==> src/rtl/tx_fifo_periph_pkg.sv <==
// Shared register map, bit positions and packing helpers for tx_fifo_periph.
// The interrupt path is compiled in only when FIFO_IRQ_EN is defined.
package tx_fifo_periph_pkg;

    typedef enum logic [1:0] {
        REG_DATA   = 2'd0,
        REG_STATUS = 2'd1,
        REG_COUNT  = 2'd2,
        REG_CTRL   = 2'd3
    } reg_sel_e;

    localparam int ST_EMPTY    = 0;
    localparam int ST_FULL     = 1;
    localparam int ST_OVF      = 2;
    localparam int ST_IRQ_PEND = 3;

    localparam int CT_OUT_EN  = 0;
    localparam int CT_FLUSH   = 1;
    localparam int CT_IRQ_EN  = 2;
    localparam int CT_OVF_CLR = 3;

    function automatic logic [7:0] pack_status(
        input logic empty,
        input logic full,
        input logic ovf,
        input logic irq_pend
    );
        logic [7:0] v;
        v = '0;
        v[ST_EMPTY]    = empty;
        v[ST_FULL]     = full;
        v[ST_OVF]      = ovf;
        v[ST_IRQ_PEND] = irq_pend;
        return v;
    endfunction

    // flush and ovf_clr are pulses, so they always read back as zero.
    function automatic logic [7:0] pack_ctrl(
        input logic out_en,
        input logic irq_en
    );
        logic [7:0] v;
        v = '0;
        v[CT_OUT_EN] = out_en;
        v[CT_IRQ_EN] = irq_en;
        return v;
    endfunction

endpackage

==> src/rtl/tx_fifo_periph_if.sv <==
// CPU data-memory bus plus outgoing byte stream and interrupt of tx_fifo_periph.
// Stream handshake: a byte moves on a rising edge where m_valid & m_ready are both high.
interface tx_fifo_periph_if;
    logic [7:0] mem_addr;
    logic       mem_wr;
    logic       mem_rd;
    logic [7:0] mem_wr_data;
    logic [7:0] mem_rd_data;
    logic [7:0] m_data;
    logic       m_valid;
    logic       m_ready;
    logic       irq;

    modport master (
        output mem_addr, mem_wr, mem_rd, mem_wr_data, m_ready,
        input  mem_rd_data, m_data, m_valid, irq
    );

    modport slave (
        input  mem_addr, mem_wr, mem_rd, mem_wr_data, m_ready,
        output mem_rd_data, m_data, m_valid, irq
    );
endinterface

==> src/rtl/tx_fifo_periph_sync_fifo.sv <==
// Synchronous FIFO with register storage and an asynchronous head read.
// A push into a full FIFO is accepted only when a pop happens in the same cycle.
module sync_fifo #(
    parameter int WIDTH      = 8,
    parameter int DEPTH_LOG2 = 4
) (
    input  logic                  clk,
    input  logic                  rst,
    input  logic                  push,
    input  logic                  pop,
    input  logic                  flush,
    input  logic [WIDTH-1:0]      din,
    output logic [WIDTH-1:0]      dout,
    output logic                  empty,
    output logic                  full,
    output logic [DEPTH_LOG2:0]   count
);
    localparam int DEPTH = 1 << DEPTH_LOG2;
    localparam logic [DEPTH_LOG2:0]   FULL_CNT = {1'b1, {DEPTH_LOG2{1'b0}}};
    localparam logic [DEPTH_LOG2-1:0] PTR_ONE  = DEPTH_LOG2'(1);

    logic [WIDTH-1:0]      r_mem [DEPTH];
    logic [DEPTH_LOG2-1:0] r_wr_ptr;
    logic [DEPTH_LOG2-1:0] r_rd_ptr;
    logic [DEPTH_LOG2:0]   r_count;
    logic                  w_do_push;
    logic                  w_do_pop;

    assign empty     = (r_count == '0);
    assign full      = (r_count == FULL_CNT);
    assign count     = r_count;
    assign dout      = r_mem[r_rd_ptr];
    assign w_do_pop  = pop & ~empty;
    assign w_do_push = push & (~full | w_do_pop);

    always_ff @(posedge clk) begin
        if (rst) begin
            r_wr_ptr <= '0;
            r_rd_ptr <= '0;
            r_count  <= '0;
        end else if (flush) begin
            r_wr_ptr <= '0;
            r_rd_ptr <= '0;
            r_count  <= '0;
        end else begin
            if (w_do_push) r_wr_ptr <= r_wr_ptr + PTR_ONE;
            if (w_do_pop)  r_rd_ptr <= r_rd_ptr + PTR_ONE;
            r_count <= r_count + (DEPTH_LOG2+1)'(w_do_push) - (DEPTH_LOG2+1)'(w_do_pop);
        end
    end

    // Storage has no reset so it can map onto distributed RAM.
    always_ff @(posedge clk) begin
        if (w_do_push && !flush && !rst) r_mem[r_wr_ptr] <= din;
    end

endmodule

==> src/rtl/tx_fifo_periph.sv <==
// Memory-mapped byte FIFO that drains to a valid/ready stream; reads are wired-OR (0 when not addressed).
// Define FIFO_IRQ_EN to build the empty-FIFO interrupt (irq_en, irq_pend, irq).
module tx_fifo_periph
    import tx_fifo_periph_pkg::*;
#(
    parameter logic [7:0] BASE_ADDR  = 8'hC0,
    parameter int         DEPTH_LOG2 = 4
) (
    input logic             clk,
    input logic             rst,
    tx_fifo_periph_if.slave bus
);
    logic                w_hit;
    reg_sel_e            w_sel;
    logic                w_wr_data;
    logic                w_wr_ctrl;
    logic                w_flush;
    logic                w_ovf_clr;
    logic                w_pop;
    logic                w_ovf_set;
    logic [7:0]          w_dout;
    logic                w_empty;
    logic                w_full;
    logic [DEPTH_LOG2:0] w_count;
    logic                w_irq_en;
    logic                w_irq;
    logic [7:0]          w_rd_data;
    logic                w_unused;

    logic                r_out_en;
    logic                r_ovf;

    assign w_hit     = (bus.mem_addr[7:2] == BASE_ADDR[7:2]);
    assign w_sel     = reg_sel_e'(bus.mem_addr[1:0]);
    assign w_wr_data = bus.mem_wr & w_hit & (w_sel == REG_DATA);
    assign w_wr_ctrl = bus.mem_wr & w_hit & (w_sel == REG_CTRL);
    assign w_flush   = w_wr_ctrl & bus.mem_wr_data[CT_FLUSH];
    assign w_ovf_clr = w_wr_ctrl & bus.mem_wr_data[CT_OVF_CLR];
    assign w_pop     = bus.m_valid & bus.m_ready;
    // A push into a full FIFO is only lost when nothing leaves in the same cycle.
    assign w_ovf_set = w_wr_data & w_full & ~w_pop;

    sync_fifo #(
        .WIDTH      (8),
        .DEPTH_LOG2 (DEPTH_LOG2)
    ) u_fifo (
        .clk   (clk),
        .rst   (rst),
        .push  (w_wr_data),
        .pop   (w_pop),
        .flush (w_flush),
        .din   (bus.mem_wr_data),
        .dout  (w_dout),
        .empty (w_empty),
        .full  (w_full),
        .count (w_count)
    );

    always_ff @(posedge clk) begin
        if (rst) begin
            r_out_en <= 1'b0;
            r_ovf    <= 1'b0;
        end else begin
            if (w_wr_ctrl) r_out_en <= bus.mem_wr_data[CT_OUT_EN];
            if (w_ovf_set)      r_ovf <= 1'b1;
            else if (w_ovf_clr) r_ovf <= 1'b0;
        end
    end

`ifdef FIFO_IRQ_EN
    logic r_irq_en;
    logic r_irq;

    // Rises one cycle after irq_en & empty holds; drops on the push edge or the edge that clears irq_en.
    always_ff @(posedge clk) begin
        if (rst) begin
            r_irq_en <= 1'b0;
            r_irq    <= 1'b0;
        end else begin
            if (w_wr_ctrl) r_irq_en <= bus.mem_wr_data[CT_IRQ_EN];
            r_irq <= r_irq_en & w_empty & ~w_wr_data
                     & ~(w_wr_ctrl & ~bus.mem_wr_data[CT_IRQ_EN]);
        end
    end

    assign w_irq_en = r_irq_en;
    assign w_irq    = r_irq;
    assign w_unused = &{1'b0, bus.mem_wr_data[7:4]};
`else
    assign w_irq_en = 1'b0;
    assign w_irq    = 1'b0;
    assign w_unused = &{1'b0, bus.mem_wr_data[7:4], bus.mem_wr_data[CT_IRQ_EN]};
`endif

    always_comb begin
        w_rd_data = '0;
        if (bus.mem_rd && w_hit) begin
            case (w_sel)
                REG_STATUS: w_rd_data = pack_status(w_empty, w_full, r_ovf, w_irq);
                REG_COUNT:  w_rd_data = 8'(w_count);
                REG_CTRL:   w_rd_data = pack_ctrl(r_out_en, w_irq_en);
                default:    w_rd_data = '0;
            endcase
        end
    end

    assign bus.mem_rd_data = w_rd_data;
    assign bus.m_data      = w_dout;
    assign bus.m_valid     = ~w_empty & r_out_en;
    assign bus.irq         = w_irq;

endmodule

==> src/flat_wrapper.sv <==
// flat-port wrapper written by rule: the top's interface ports become plain ports
module tx_fifo_periph_flat import tx_fifo_periph_pkg::*;
#(
    parameter logic [7:0] BASE_ADDR  = 8'hC0,
    parameter int         DEPTH_LOG2 = 4
)
  (clk, rst, bus_mem_addr, bus_mem_wr, bus_mem_rd, bus_mem_wr_data, bus_m_ready, bus_mem_rd_data, bus_m_data, bus_m_valid, bus_irq);
  tx_fifo_periph_if bus_i ();
  input logic clk;
  input logic rst;
  input wire logic [$bits(bus_i.mem_addr)-1:0] bus_mem_addr;
  input wire logic [$bits(bus_i.mem_wr)-1:0] bus_mem_wr;
  input wire logic [$bits(bus_i.mem_rd)-1:0] bus_mem_rd;
  input wire logic [$bits(bus_i.mem_wr_data)-1:0] bus_mem_wr_data;
  input wire logic [$bits(bus_i.m_ready)-1:0] bus_m_ready;
  output wire logic [$bits(bus_i.mem_rd_data)-1:0] bus_mem_rd_data;
  output wire logic [$bits(bus_i.m_data)-1:0] bus_m_data;
  output wire logic [$bits(bus_i.m_valid)-1:0] bus_m_valid;
  output wire logic [$bits(bus_i.irq)-1:0] bus_irq;
  assign bus_i.mem_addr = bus_mem_addr;
  assign bus_i.mem_wr = bus_mem_wr;
  assign bus_i.mem_rd = bus_mem_rd;
  assign bus_i.mem_wr_data = bus_mem_wr_data;
  assign bus_i.m_ready = bus_m_ready;
  assign bus_mem_rd_data = bus_i.mem_rd_data;
  assign bus_m_data = bus_i.m_data;
  assign bus_m_valid = bus_i.m_valid;
  assign bus_irq = bus_i.irq;
  tx_fifo_periph #(.BASE_ADDR(BASE_ADDR), .DEPTH_LOG2(DEPTH_LOG2)) u_core (.clk(clk), .rst(rst), .bus(bus_i));
endmodule
==> config.mk <==
export PLATFORM = sky130hd
export DESIGN_NAME = tx_fifo_periph_flat
export DESIGN_NICKNAME = d
export VERILOG_FILES = /design/src/rtl/tx_fifo_periph_pkg.sv /design/src/rtl/tx_fifo_periph_if.sv /design/src/rtl/tx_fifo_periph_sync_fifo.sv /design/src/rtl/tx_fifo_periph.sv /design/src/flat_wrapper.sv
export SDC_FILE = /design/constraint.sdc
export NUM_CORES = 1
export LEC_CHECK = 0
export ABC_AREA = 0
export BUFFER_PORTS_ARGS = -buffer_cell sky130_fd_sc_hd__buf_4
export CAP_MARGIN = 20
export CORE_UTILIZATION = 35
export CTS_BUF_LIST = sky130_fd_sc_hd__clkbuf_4 sky130_fd_sc_hd__clkbuf_8
export CTS_CLUSTER_SIZE = 25
export DETAILED_ROUTE_END_ITERATION = 6
export GPL_TIMING_DRIVEN = 0
export RECOVER_POWER = 25
export SYNTH_ARGS = -nofsm -noshare
export SYNTH_HDL_FRONTEND = slang
export SYNTH_HIERARCHICAL = 1
export SYNTH_SLANG_ARGS = --single-unit
==> constraint.sdc <==
create_clock -name clk -period 3 [get_ports clk]
set_clock_uncertainty 0.05 [all_clocks]
set_input_delay 0.15 -clock clk [delete_from_list [all_inputs] [get_ports clk]]
set_output_delay 0.15 -clock clk [all_outputs]
set_load 0.005 [all_outputs]
==> results by group <==
Global route
  – Vias in the first global route: 3319
  – Largest net degree at the start of global routing: 18
  – Initial antenna violation count: 0
  – Total congestion overflow: 0
  – GRT Total Usage: 14.4%
  – First-pass GRT wire length: 18600 um

Timing
  – FMAX: 0.331 GHz
  – Final setup fails: 1
  – Fin. Hold Viols: 0
  – Max-slew violations: 0
  – Fin crit share: 101%
  – Final min period: 3.02 ns
  – Setup WS post-layout: -0.0207 ns
  – Max-slew headroom: 43.5%
  – Worst Tran Pin Value: 0.847 ns
  – RSZ-0062 raised after global routing: yes
  – Setup_tns: -0.0207 ns

Layout
  – Filler cells: 1488
  – Ant. Diodes: 0
  – Commonest non-fill, non-tap cells in the layout: edfxtp_1, buf_4, nor2_1
  – Commonest non-fill, non-tap cell in the layout: edfxtp_1
  – Layout cell share with drive strength beyond 1: 28.8%
  – Layout Area Growth over Synthesis: 19.3%
  – Final instance area: 7210 sq um
  – Layout Nets: 454

Run status
  – Failing checks: setup timing
  – Status: finished with violations

Power
  – Clk network pwr share: 41.2%
  – NetSw: 0.000805 W
  – Leakage: 2.39 nW
  – Tot Pwr: 0.00390 W
  – Pwr/cell area: 541 nW/um^2
  – Comb pwr share: 1.9%
  – Sw Ratio: 20.7%
  – Peak VDD IR: 0.276 mV
  – Sequential power share: 56.9%
  – Int Pwr: 0.00309 W

Route
  – Vias: 3188
  – DR WL/cell: 18.0 um
  – Routed vias/inst: 4.87
  – Antenna-violating nets left: 0
  – Drt total wl: 11800 um
  – Drt pass-1 iters: 4
  – DRC errors left: 0
  – First-iteration detailed-routing DRC count: 251

Critical path
  – Worst path bufs/invs: 4
  – Critical path class: flip-flop to flip-flop
  – Worst path cell trace: inv_2 -> ha_4 -> or4b_4 -> inv_2 -> and3b_2 -> o21a_4 -> inv_4 -> ha_4 -> inv_2 -> ha_4 -> fa_2 -> a21oi_2 -> nor2_1 -> or3_1 -> a21oi_2
  – Req. time, crit path: 3.33 ns
  – CP startpoint kind: flip-flop
  – Worst setup EP type: flip-flop
  – CP top delay family: simple AND/OR/NAND/NOR gates
  – Worst path max stage delay: 0.46 ns
  – Critical Path AT: 3.35 ns
  – CP max-delay cell: or4b_4
  – Max Fanout on Critical Path: 4

Worst hold path
  – Tightest Hold Check Type: input pin to flip-flop

Synthesis
  – Avg Inst Size Synth: 17.4 sq um
  – Post-synthesis cell type count: 45
  – Asr flop ratio synth: 0%
  – Top cells by area, synth: edfxtp_1, mux4_2, dfxtp_1, mux4_1, ha_1
  – Post-synth EDFFs: 128
  – Yosys warning total: 6
  – Synth Flop Type: edfxtp_1
  – Largest area contributor in the netlist: edfxtp_1
  – Synth Instances: 347
  – Sequential cell area fraction in the yosys report: 69.9%
  – Mapped Area: 6040 sq um
  – Share of the synthesized area in the top cell type: 63.6%
  – Synth Register Bits: 147

Die
  – Rows: 47
  – Core area: 16700 sq um
  – Initial Utilization: 36.2%
  – Vert. Die Dim: 133 um
  – Die area: 17800 sq um
  – Top Ports: 39
  – Die width: 133 um

CTS
  – Total clock sinks: 147
  – Clock-pin slew on the worst setup and hold paths: 0.09 ns
  – Clock Tree Buf Depth: 2
  – CTS tree: built
  – Root Buffer Master: clkbuf_8
  – Clock Latency Late Sink: 0.43 ns
  – CTS H-tree depth: 4
  – CTS Buf Count: 17

Placed design
  – Dpl ws: -0.259 ns
  – HPWL after detailed placement: 7920 um
  – Placement Cell Area: 6640 sq um
  – Port buffer count: 34
  – GPL Wtd Cong: 0.801

Flow run
  – Max cap viols: 0
==> timing repair <==
| item | in CTS | in global routing |
|---|---|---|
| cloned | 0 | 0 |
| resized for setup | 2 | 1 |
| buffers inserted | 8 | 0 |
| endpoints found under the setup margin | 1 | 1 |
| pin swaps | 3 | 0 |
| hold buffers | 10 | 0 |
| endpoints found under the hold margin | 100 | 0 |
==> cell type report <==
cell class / count / area (sq um) / share of cell area, %
tap: 220 / 275 / 3.82
inverter: 12 / 47.5 / 0.660
multi-input combinational: 176 / 1730 / 24.0
clock inverter: 14 / 176 / 2.45
clock buffer: 18 / 241 / 3.35
timing repair buffer: 52 / 393 / 5.45
buffer: 15 / 119 / 1.65
sequential: 147 / 4230 / 58.6
==> sequential cells by signal, summed over array words and instances, names as in the netlist, named ones only <==
| name | flops |
|---|---|
| u_core/u_fifo/r_mem | 128 |
| u_core/u_fifo/count | 5 |
| u_core/u_fifo/r_rd_ptr | 4 |
| u_core/u_fifo/r_wr_ptr | 4 |
| u_core/r_out_en | 1 |
| u_core/r_ovf | 1 |
==> tightest hold or removal path, delay by kind of cell <==
family | cells | cell delay, ns
AND/OR/NAND/NOR | 2 | 0.19
multiplexers | 1 | 0.12
buffers and inverters | 1 | 0.08
==> per-layer routing <==
metal | vias up | track usage, % | wire [um]
met5 | - | 0 | 0
met4 | 0 | 3.98 | 45
met3 | 8 | 4.11 | 795
met2 | 94 | 24.3 | 6000
met1 | 1579 | 18.2 | 4960
li1 | 1507 | - | -
==> synthesized netlist by cell type (all sizes together), types with 2 or more instances <==
| master | instances |
|---|---|
| edfxtp | 128 |
| clkdlybuf4s25 | 3 |
| buf | 11 |
| dfxtp | 19 |
| nand2 | 20 |
| mux4 | 32 |
| o211ai | 2 |
| or3 | 2 |
| inv | 12 |
| nand2b | 3 |
| and2 | 4 |
| a22oi | 17 |
| xnor2 | 3 |
| nor2b | 3 |
| nand3 | 7 |
| nand3b | 2 |
| or4b | 2 |
| a21oi | 6 |
| or2 | 3 |
| ha | 11 |
| nor2 | 31 |
| and3 | 3 |
| or4 | 2 |
| nor3 | 2 |
| xor2 | 5 |
==> metrics by stage <==
stage                     hold WS (ns)  cells  util (%)
after global placement           0.361    604      39.8
final                            0.103    654      43.2
after floorplan                  0.199    350         -
after detailed placement         0.375    604      39.8
after CTS                      0.00231    654      43.3
after global routing            0.0916    654      43.2
==> cells by family (layout without fill, tap and decap cells) <==
logic type               Yosys count  after routing  synth area share (%)
AO/OA/AOI/OAI                     30             30                  3.50
flip-flops                       147            147                  69.9
buffers and inverters             27            111                  2.71
adder cells (fa/ha/maj)           12             12                  2.61
AND/OR/NAND/NOR                   88             88                  7.31
multiplexers                      34             34                  12.8
other                              1              4                0.0620
XOR/XNOR                           8              8                  1.16
==> path summary, 6_finish.rpt <==
kind / slack (ns) / from / depth (start not counted) / end
max: -0.02 / u_core/u_fifo/count[3]$_SDFF_PP0_ / 15 / u_core/u_fifo/count[4]$_SDFF_PP0_
min: 0.10 / bus_mem_addr[4] / 4 / u_core/r_out_en$_SDFFE_PP0N_
max reg2reg: -0.02 / u_core/u_fifo/count[3]$_SDFF_PP0_ / 15 / u_core/u_fifo/count[4]$_SDFF_PP0_
min reg2reg: 0.47 / u_core/r_out_en$_SDFFE_PP0N_ / 2 / u_core/r_out_en$_SDFFE_PP0N_
==> power groups by stage <==
stage | Combinational, W | Clock, W | Sequential (W)
3_5_place_dp | 0.0000713 | 0 | 0.00226
3_3_place_gp | 0.0000681 | 0 | 0.00226
4_1_cts | 0.0000810 | 0.00165 | 0.00222
6_report | 0.0000759 | 0.00161 | 0.00222
5_1_grt | 0.0000848 | 0.00172 | 0.00222
2_1_floorplan | 0.0000164 | 0 | 0.00226
Note: power is estimated with default switching activity, not from simulation.
